`src/rtl/ook_pkg.sv`:
```
// Shared types and constants for the OOK transmit sequencer.
package ook_pkg;

    typedef enum logic [1:0] {
        IDLE  = 2'd0,
        PRE   = 2'd1,
        DATA  = 2'd2,
        GUARD = 2'd3
    } state_t;

    localparam logic [7:0] DA_MID       = 8'h80;
    localparam logic [7:0] PREAMBLE_DEF = 8'hAA;

endpackage

```
`src/rtl/ook_frame_ctrl_if.sv`:
```
// Byte input, carrier input and DAC/status outputs of the OOK frame controller.
interface ook_frame_ctrl_if;

    logic              rx_valid;
    logic [7:0]        rx_data;
    logic signed [7:0] carrier;
    logic [7:0]        dadata;
    logic              sym_bit;
    logic              busy;
    logic              fifo_full;
    logic              overflow;
    logic              frame_done;

    modport master (
        output rx_valid, rx_data, carrier,
        input  dadata, sym_bit, busy, fifo_full, overflow, frame_done
    );

    modport slave (
        input  rx_valid, rx_data, carrier,
        output dadata, sym_bit, busy, fifo_full, overflow, frame_done
    );

endinterface

```
`src/rtl/ook_byte_fifo.sv`:
```
// Single-clock show-ahead byte FIFO; a push into a full FIFO is accepted only
// when a pop happens in the same cycle.
module ook_byte_fifo #(
    parameter int DEPTH = 16
) (
    input  logic       clk,
    input  logic       reset,
    input  logic       push_i,
    input  logic       pop_i,
    input  logic [7:0] din_i,
    output logic [7:0] dout_o,
    output logic       full_o,
    output logic       empty_o
);

    localparam int AW = $clog2(DEPTH);

    logic [7:0]    mem_q [DEPTH];
    logic [AW-1:0] wr_ptr_q, rd_ptr_q;
    logic [AW:0]   count_q, count_d;
    logic          full_q, empty_q;
    logic          push_ok, pop_ok;

    assign pop_ok  = pop_i && !empty_q;
    assign push_ok = push_i && (!full_q || pop_ok);

    always_comb begin
        count_d = count_q;
        if (push_ok && !pop_ok) begin
            count_d = count_q + (AW+1)'(1);
        end else if (pop_ok && !push_ok) begin
            count_d = count_q - (AW+1)'(1);
        end
    end

    always_ff @(posedge clk or negedge reset) begin
        if (!reset) begin
            wr_ptr_q <= '0;
            rd_ptr_q <= '0;
            count_q  <= '0;
            full_q   <= 1'b0;
            empty_q  <= 1'b1;
        end else begin
            if (push_ok) wr_ptr_q <= wr_ptr_q + AW'(1);
            if (pop_ok)  rd_ptr_q <= rd_ptr_q + AW'(1);
            count_q <= count_d;
            full_q  <= (count_d == (AW+1)'(DEPTH));
            empty_q <= (count_d == '0);
        end
    end

    always_ff @(posedge clk) begin
        if (push_ok) mem_q[wr_ptr_q] <= din_i;
    end

    assign dout_o  = mem_q[rd_ptr_q];
    assign full_o  = full_q;
    assign empty_o = empty_q;

endmodule

```
`src/rtl/ook_frame_ctrl.sv`:
```
// OOK transmit sequencer: buffers UART bytes, frames each as preamble/data/guard
// at SYM_DIV clocks per symbol and gates the DDS carrier into the DAC stream.
module ook_frame_ctrl
    import ook_pkg::*;
#(
    parameter int         SYM_DIV    = 2500,
    parameter int         FIFO_DEPTH = 16,
    parameter logic [7:0] PREAMBLE   = PREAMBLE_DEF,
    parameter int         GUARD_SYMS = 2
) (
    input logic             clk,
    input logic             reset,
    ook_frame_ctrl_if.slave bus
);

    localparam logic [15:0] SYM_LAST   = 16'(SYM_DIV - 1);
    localparam logic [3:0]  GUARD_LAST = 4'(GUARD_SYMS - 1);

    state_t      state_q, state_d;
    logic [15:0] sym_cnt_q, sym_cnt_d;
    logic [3:0]  bit_cnt_q, bit_cnt_d;
    logic [7:0]  preg_q, preg_d;
    logic [7:0]  shreg_q, shreg_d;
    logic [7:0]  dadata_q;
    logic        busy_q, frame_done_q, frame_done_d, overflow_q, overflow_d;
    logic        sym_tick, sym_bit, fifo_pop, fifo_full, fifo_empty;
    logic [7:0]  fifo_dout;

    // Offset-binary conversion of the two's-complement carrier: an MSB flip.
    function automatic logic [7:0] mod_sample(input logic on, input logic signed [7:0] s);
        return on ? {~s[7], s[6:0]} : DA_MID;
    endfunction

    ook_byte_fifo #(.DEPTH(FIFO_DEPTH)) u_fifo (
        .clk     (clk),
        .reset   (reset),
        .push_i  (bus.rx_valid),
        .pop_i   (fifo_pop),
        .din_i   (bus.rx_data),
        .dout_o  (fifo_dout),
        .full_o  (fifo_full),
        .empty_o (fifo_empty)
    );

    assign sym_tick   = (state_q != IDLE) && (sym_cnt_q == SYM_LAST);
    assign overflow_d = overflow_q | (bus.rx_valid && fifo_full && !fifo_pop);

    always_comb begin
        state_d      = state_q;
        sym_cnt_d    = sym_cnt_q;
        bit_cnt_d    = bit_cnt_q;
        preg_d       = preg_q;
        shreg_d      = shreg_q;
        frame_done_d = 1'b0;
        fifo_pop     = 1'b0;
        sym_bit      = 1'b0;
        if (state_q != IDLE) begin
            sym_cnt_d = sym_tick ? 16'd0 : sym_cnt_q + 16'd1;
        end
        case (state_q)
            IDLE: begin
                sym_cnt_d = 16'd0;
                if (!fifo_empty) begin
                    fifo_pop  = 1'b1;
                    shreg_d   = fifo_dout;
                    preg_d    = PREAMBLE;
                    bit_cnt_d = 4'd7;
                    state_d   = PRE;
                end
            end
            PRE: begin
                sym_bit = preg_q[7];
                if (sym_tick) begin
                    preg_d = {preg_q[6:0], 1'b0};
                    if (bit_cnt_q == 4'd0) begin
                        bit_cnt_d = 4'd7;
                        state_d   = DATA;
                    end else begin
                        bit_cnt_d = bit_cnt_q - 4'd1;
                    end
                end
            end
            DATA: begin
                sym_bit = shreg_q[7];
                if (sym_tick) begin
                    shreg_d = {shreg_q[6:0], 1'b0};
                    if (bit_cnt_q == 4'd0) begin
                        bit_cnt_d = GUARD_LAST;
                        state_d   = GUARD;
                    end else begin
                        bit_cnt_d = bit_cnt_q - 4'd1;
                    end
                end
            end
            GUARD: begin
                if (sym_tick) begin
                    if (bit_cnt_q == 4'd0) begin
                        frame_done_d = 1'b1;
                        state_d      = IDLE;
                    end else begin
                        bit_cnt_d = bit_cnt_q - 4'd1;
                    end
                end
            end
            default: state_d = IDLE;
        endcase
    end

    always_ff @(posedge clk or negedge reset) begin
        if (!reset) begin
            state_q      <= IDLE;
            sym_cnt_q    <= 16'd0;
            bit_cnt_q    <= 4'd0;
            busy_q       <= 1'b0;
            frame_done_q <= 1'b0;
            overflow_q   <= 1'b0;
            dadata_q     <= DA_MID;
        end else begin
            state_q      <= state_d;
            sym_cnt_q    <= sym_cnt_d;
            bit_cnt_q    <= bit_cnt_d;
            busy_q       <= (state_d != IDLE);
            frame_done_q <= frame_done_d;
            overflow_q   <= overflow_d;
            dadata_q     <= mod_sample(sym_bit, bus.carrier);
        end
    end

    // Shift registers only matter outside IDLE, where they were just loaded.
    always_ff @(posedge clk) begin
        preg_q  <= preg_d;
        shreg_q <= shreg_d;
    end

    assign bus.dadata     = dadata_q;
    assign bus.sym_bit    = sym_bit;
    assign bus.busy       = busy_q;
    assign bus.fifo_full  = fifo_full;
    assign bus.overflow   = overflow_q;
    assign bus.frame_done = frame_done_q;

endmodule

```
`src/flat_wrapper.sv`:
```
// flat-port wrapper written by rule: the top's interface ports become plain ports
module ook_frame_ctrl_flat import ook_pkg::*;
#(
    parameter int         SYM_DIV    = 2500,
    parameter int         FIFO_DEPTH = 16,
    parameter logic [7:0] PREAMBLE   = PREAMBLE_DEF,
    parameter int         GUARD_SYMS = 2
)
  (clk, reset, bus_rx_valid, bus_rx_data, bus_carrier, bus_dadata, bus_sym_bit, bus_busy, bus_fifo_full, bus_overflow, bus_frame_done);
  ook_frame_ctrl_if bus_i ();
  input logic clk;
  input logic reset;
  input wire logic [$bits(bus_i.rx_valid)-1:0] bus_rx_valid;
  input wire logic [$bits(bus_i.rx_data)-1:0] bus_rx_data;
  input wire logic [$bits(bus_i.carrier)-1:0] bus_carrier;
  output wire logic [$bits(bus_i.dadata)-1:0] bus_dadata;
  output wire logic [$bits(bus_i.sym_bit)-1:0] bus_sym_bit;
  output wire logic [$bits(bus_i.busy)-1:0] bus_busy;
  output wire logic [$bits(bus_i.fifo_full)-1:0] bus_fifo_full;
  output wire logic [$bits(bus_i.overflow)-1:0] bus_overflow;
  output wire logic [$bits(bus_i.frame_done)-1:0] bus_frame_done;
  assign bus_i.rx_valid = bus_rx_valid;
  assign bus_i.rx_data = bus_rx_data;
  assign bus_i.carrier = bus_carrier;
  assign bus_dadata = bus_i.dadata;
  assign bus_sym_bit = bus_i.sym_bit;
  assign bus_busy = bus_i.busy;
  assign bus_fifo_full = bus_i.fifo_full;
  assign bus_overflow = bus_i.overflow;
  assign bus_frame_done = bus_i.frame_done;
  ook_frame_ctrl #(.SYM_DIV(SYM_DIV), .FIFO_DEPTH(FIFO_DEPTH), .PREAMBLE(PREAMBLE), .GUARD_SYMS(GUARD_SYMS)) u_core (.clk(clk), .reset(reset), .bus(bus_i));
endmodule
```
`config.mk`:
```
export PLATFORM = sky130hd
export DESIGN_NAME = ook_frame_ctrl_flat
export DESIGN_NICKNAME = d
export VERILOG_FILES = /design/src/rtl/ook_pkg.sv /design/src/rtl/ook_frame_ctrl_if.sv /design/src/rtl/ook_byte_fifo.sv /design/src/rtl/ook_frame_ctrl.sv /design/src/flat_wrapper.sv
export SDC_FILE = /design/constraint.sdc
export NUM_CORES = 1
export LEC_CHECK = 0
export ABC_CLOCK_PERIOD_IN_PS = 3500
export BUFFER_PORTS_ARGS = -buffer_cell sky130_fd_sc_hd__buf_2
export CAP_MARGIN = 20
export CORE_AREA = 3 3 163 165
export DETAILED_ROUTE_END_ITERATION = 6
export DIE_AREA = 0 0 166 168
export HOLD_SLACK_MARGIN = 0.1
export SYNTH_ARGS = -nofsm -noshare
export SYNTH_HDL_FRONTEND = slang
export SYNTH_HIERARCHICAL = 1
export SYNTH_SLANG_ARGS = --single-unit
```
`constraint.sdc`:
```
create_clock -name clk -period 3.5 [get_ports clk]
set_input_delay 0.525 -clock clk [delete_from_list [all_inputs] [get_ports clk]]
set_output_delay 0.525 -clock clk [all_outputs]
set_load 0.1 [all_outputs]
```
After elaboration in Yosys (flattened, before gate mapping):

Memories as Yosys holds them, arrays and structs flattened.
Cells that the tools add are included.

* memory bits (writable): 128
* flip-flop bits (word level): 64
* logic and storage cells: 93
* memories kept: 1
* input bits: 19
* output and inout port bits: 13

* eq/ne operators: 10
* reductions and logical operators: 24
* muxes and demuxes: 36
* bitwise logic cells: 2
* add/subtract/negate cells: 6

Memories
* u_core.u_fifo.mem_q: depth 16, bits a word 8, read ports 1, clocked after Yosys merged registers in 0, write ports 1, line ook_byte_fifo.sv:18 `logic [7:0] mem_q [DEPTH];`

Operator list (count)
* $mux 16: 3
* $mux 8: 5
* $pmux 8 s2: 2
* $mux 4: 7
* $add 16x1->16 const B: 1
* $eq 16x12->1 const B: 1
* $pmux 4 s4: 1
* $mux 2: 7
* $mux 5: 2
* $reduce_bool 2->1: 5
* $add 4x1->4 const B: 2
* $pmux 2 s4: 1
* $logic_and 1x1->1: 7
* $mux 1: 7
* $ne 2x1->1 const B: 3
* $reduce_and 3->1: 2
* $add 5x1->5 const B: 1
* $eq 5x5->1 const B: 1
* $logic_not 1->1: 5
* $logic_not 5->1: 1
* $reduce_and 5->1: 1
* $sub 5x1->5 const B: 1
* $eq 2x2->1 const B: 2
* $logic_not 4->1: 1
* 8 further kinds: 9

Depth between registers and ports, before layout:

* word-level depth: 10
* gate-level depth with buffers: 9
* mapped depth without buffers: 9

Modules after synthesis:

The synthesis kept the hierarchy.

Modules (own cells, without submodules)
* ook_byte_fifo: sequential area each 4220.3 um2, cells an instance 299, times used 1, area each 5750.5 um2
* ook_frame_ctrl: sequential area each 1277.5 um2, cells an instance 205, times used 1, area each 2327.2 um2

Worst setup path before layout:

No wires, ideal clock.

* kind: reg-to-reg
* start: reg u_core.state_q[0]
* end: mem u_core.u_fifo.mem_q[7][0], enable pin
* buffers on the path: 0
* cell stages (with the launch flop): 9
* setup slack: 0.870 ns
* arrival time: 2.244 ns
* setup time: 0.385 ns
* period minus slack after synthesis: 2.630 ns
* required time: 3.115 ns
* cells stage by stage: dfrtp_1 -> inv_1 -> ha_1 -> nand2b_1 -> inv_1 -> nand2b_4 -> a21boi_1 -> nand2_1 -> nor3b_1

* cells in the longest elaborated chain, start to end: 7

Ends and longest elaborated chain
* start: declaration: line ook_frame_ctrl.sv:19 `state_t state_q, state_d;`
* start signal: assignment: line ook_frame_ctrl.sv:119 `state_q <= state_d;`
* $logic_not 2->1: line ook_frame_ctrl.sv:60 `case (state_q)`
* $mux 1: line ook_frame_ctrl.sv:60
* net u_core.fifo_pop: line ook_frame_ctrl.sv:26 `logic sym_tick, sym_bit, fifo_pop, fifo_full, fifo_empty;`
* $logic_and 1x1->1: line ook_byte_fifo.sv:24 `assign pop_ok = pop_i && !empty_q;`
* $logic_or 1x1->1: line ook_byte_fifo.sv:25 `assign push_ok = push_i && (!full_q || pop_ok);`
* $logic_and 1x1->1: line ook_byte_fifo.sv:25
* $mux 1: line ook_byte_fifo.sv:53 `if (push_ok) mem_q[wr_ptr_q] <= din_i;`
* $mux 1 (not written as such): line ook_byte_fifo.sv:53
* end: declaration: line ook_byte_fifo.sv:18

The timed path passes the listed nets, and every way through them passes these cells.

Worst setup path after layout:

* start: reg u_core.state_q[0]
* end: out bus_sym_bit

* cells in the longest elaborated chain, start to end: 2
* elaborated cells between the ends (all ways): 3
* classes of those cells: eq/ne: 2; mux: 1

Ends and longest elaborated chain
* $eq 2x2->1 or $eq 2x1->1 (tied branches): line ook_frame_ctrl.sv:60
* $pmux 1 s2 *: line ook_frame_ctrl.sv:60
* end: declaration: line flat_wrapper.sv:17 `output wire logic [$bits(bus_i.sym_bit)-1:0] bus_sym_bit;`

Mark *: on every way between the ends. The rest lies on a longest branch, timed or not.

==> metrics.md <==
| Metric | Value |
|---|---|
| Final clock skew | `roughly 0.012 ns` |
| RSZ-0062 raised after global routing | `false` |
| Worst Hold Class | `in2async` |
| Core box area | `0.02518 mm2` |
| Worst setup margin | `0.3569 ns` |
| CTS tree | `yes` |
| Clock transition at path regs | `about 0.08 ns` |
| Vias/cell | `4.941` |
| I/O pins | `32` |
| P&R area growth vs syn | `13.65%` |
| Synth Flop Type | `edfxtp_1` |
| Area taken by flip-flops and latches | `around 0.0055 mm2` |
| Initial antenna violation count | `0` |
| Die area | `0.02789 mm2` |
| Nets | `575` |
| Relative max-transition margin | `0.5602` |
| Drt wl/cell | `17.53 um` |
| Die Height | `168 um` |
| Netlist cell types | `59` |
| Yosys reg bits | `191` |
| Syn avg cell area | `16.03 um2` |
| Critical Path Start Type | `flip-flop` |
| Worst-Skew Late Latency | `0.43 ns` |
| Final ANT Viol Nets | `0` |
| Final WL | `15500 um` |
| Setup CP Type | `reg2out` |
| Pin count of the biggest net entering global routing | `36` |
| Routed vias | `roughly 4400` |
| Total gr overflow | `0` |
| Root buf cell | `clkbuf_16` |
| Port bufs | `31` |
| FILL cells | `2324` |
| DP Worst Slack | `0.7567 ns` |
| Slew Limit Fails | `0` |
| DRT Pass-1 Iters | `4` |
| Multi-input logic area | `approximately 0.0024 mm2` |
| LEAKAGE | `~3.3 nW` |
| CP Max Fanout | `14` |
| # diodes | `0` |
| HPWL Detailed | `around 10000 um` |
| Post_cts resized | `0` |
| DRC | `0` |
| CTS Buf Count | `17` |
| Worst vdd ir | `480.9 uV` |
| Worst-case clock buffer depth | `2` |
| XOR/XNOR Fraction of Synth Area | `0.02494` |
| Largest family of logic cells by synthesized area | `multiplexers` |
| Routability cong. | `roughly 0.8` |
| Layout cells sized above 1 | `0.2310` |
| CTS Hold Buffers Added | `0` |
| PD cells | `806.4 mW/mm2` |
| Row count | `slightly below 60` |
| Placement Cell Area | `0.008586 mm2` |
| Max cap viols | `0` |
| Worst-Margin Slew | `0.6584 ns` |
| Worst endpoint data arrival time | `between 2 and 3 ns` |
| Total GRT Usage | `0.1147` |
| Die width | `166 um` |
| Initial Util | `0.3208` |
| Synth Net Count | `about 540` |
| CTS Sinks | `191` |
| Fin crit period | `3.143 ns` |
| Non-filler instance count after layout | `884` |
| Finished Cell Area | `0.009180 mm2` |
| Final core utilization | `0.3646` |
| Post-synthesis sequential area ratio | `0.6806` |
| Endpoints failing setup | `0` |
| Synth Instances | `504` |
| Peak Freq | `318.2 MHz` |
| Mapped Area | `0.008078 mm2` |
| Fin. Hold Viols | `0` |
| Vias in the first global route | `approximately 4400` |
| YS warnings | `6` |
| Post-synthesis mux area share | `0.1041` |
| EDFF count, synth | `about 140` |
| Post-Synth Simple-Gate Area | `0.1007` |
| Post-CTS setup buffers | `0` |
| Adder-cell share of the synthesized area | `0.02323` |
| First-pass GRT wire length | `24720 um` |
| Setup crit end kind | `output port` |
| Final Cycle Share | `0.8980` |
| # H-tree levels | `4` |
| Post-synthesis compound-gate area fraction | `0.04445` |
| Final TNS setup | `0 ns` |
| Post-synthesis async set-or-reset flop share | `0.2513` |
| Initial detailed-routing violation count | `270` |
| Worst path required time | `2.97 ns` |
| Status | `complete, no violations` |
| Placed cells | `roughly 850` |
sequential cells by signal (all words and copies together) (netlist names):
name / count
u_core/u_fifo/mem_q: 128
u_core/sym_cnt_q: 16
u_core/bus.dadata: 8
u_core/shreg_q: 8
u_core/preg_q: 7
u_core/u_fifo/count_q: 5
u_core/bit_cnt_q: 4
u_core/u_fifo/rd_ptr_q: 4
u_core/u_fifo/wr_ptr_q: 4
u_core/state_q: 2
u_core/bus.busy: 1
u_core/bus.frame_done: 1
u_core/bus.overflow: 1
u_core/u_fifo/empty_o: 1
u_core/u_fifo/full_o: 1
cells by family (layout without fill, tap and decap cells):
group | Yosys count | in the layout
DFF | 191 | 191
and+or+nand+nor | 145 | 145
AOI/OAI and AO/OA | 50 | 50
muxes | 43 | 43
buffers and inverters | 37 | 87
xor gates and xnor gates | 23 | 23
adders and majority gates | 15 | 15
stage by stage:
stage,total power [mW],hold slack (ns)
finish,7.403,0.09643
global route,7.832,0.1290
CTS,7.490,0.1006
detailed placement,5.567,0.4634
global placement,5.490,0.4608
floorplan,5.004,0.2294
layout make-up:
type	count	area share
clock inverter	15	0.01840
inverter	17	0.006951
multi-input combinational	276	0.2617
sequential	191	0.5990
timing repair buffer	38	0.02263
clock buffer	17	0.04634
tap	330	0.04498
per-layer routing:
layer / wire length, um / up-vias / GRT usage
met5: 0 / - / 0
met4: 165 / 0 / 0.04340
met3: 677 / 12 / 0.02489
met2: 7785 / 97 / 0.1854
met1: 6867 / 2269 / 0.1531
li1: - / 1990 / -
critical path, cell delays in order (launching register included):
cell and delay, ns:
dfrtp_1 0.42, inv_1 0.14, ha_1 0.52, a22oi_1 0.18, nor2b_1 0.40, buf_2 0.51
layout by cell type, fill, tap and decap left out, types with 3 or more instances in the layout:
master,n
edfxtp_1,143
dfrtp_1,45
nor2_1,34
mux4_2,32
buf_2,31
nand2_1,21
a22oi_1,19
clkbuf_16,17
inv_1,17
and2_1,15
xnor2_1,15
ha_1,15
nand3_1,14
and3_1,12
mux2_2,8
nor3_1,8
xor2_1,8
nor2b_1,7
buf_4,7
a21oi_1,6
o21ai_0,6
inv_6,5
nand4_1,5
nand2b_1,5
clkinv_8,4
and4_1,4
mux2i_1,3
a31oi_1,3
path summary, 6_finish.rpt:
| kind | start | endpoint | slack (ns) | cells after the start |
|---|---|---|---|---|
| max | u_core/state_q[0] | bus_sym_bit | 0.36 | 5 |
| min | reset | u_core/sym_cnt_q[5] | 0.1 | 1 |
| max reg2reg | u_core/state_q[0] | u_core/u_fifo/mem_q[5][3] | 0.73 | 10 |
| min reg2reg | u_core/u_fifo/count_q[4] | u_core/u_fifo/count_q[4] | 0.48 | 1 |
| max in group asynchronous | reset | u_core/bus.dadata[7] | 2.62 | 2 |
| min in group clk | bus_carrier[7] | u_core/bus.dadata[7] | 0.21 | 2 |
cells in the mapped netlist, drive strengths merged (4+ instances only):
cell type	count	area share
edfxtp	143	0.53
dfrtp	46	0.14
nor2	34	0.016
mux4	32	0.089
nand2	21	0.0098
a22oi	19	0.018
inv	17	0.0079
and2	15	0.012
ha	15	0.023
xnor2	15	0.016
and3	14	0.011
nand3	14	0.0087
buf	10	0.0094
clkbuf	10	0.0046
nor3	9	0.0070
mux2	8	0.011
xor2	8	0.0087
a21oi	7	0.0048
nand2b	7	0.0067
nor2b	7	0.0054
o21ai	6	0.0037
nand4	5	0.0039
and4	4	0.0043
nor3b	4	0.0050
nor4	4	0.0046
where the power goes:
group / switching, mW / internal (mW)
Combinational: 1.42 / 0.930
Sequential: 0.264 / 2.89
Clock: 0.934 / 0.963
(Power assumes the default switching activity.)
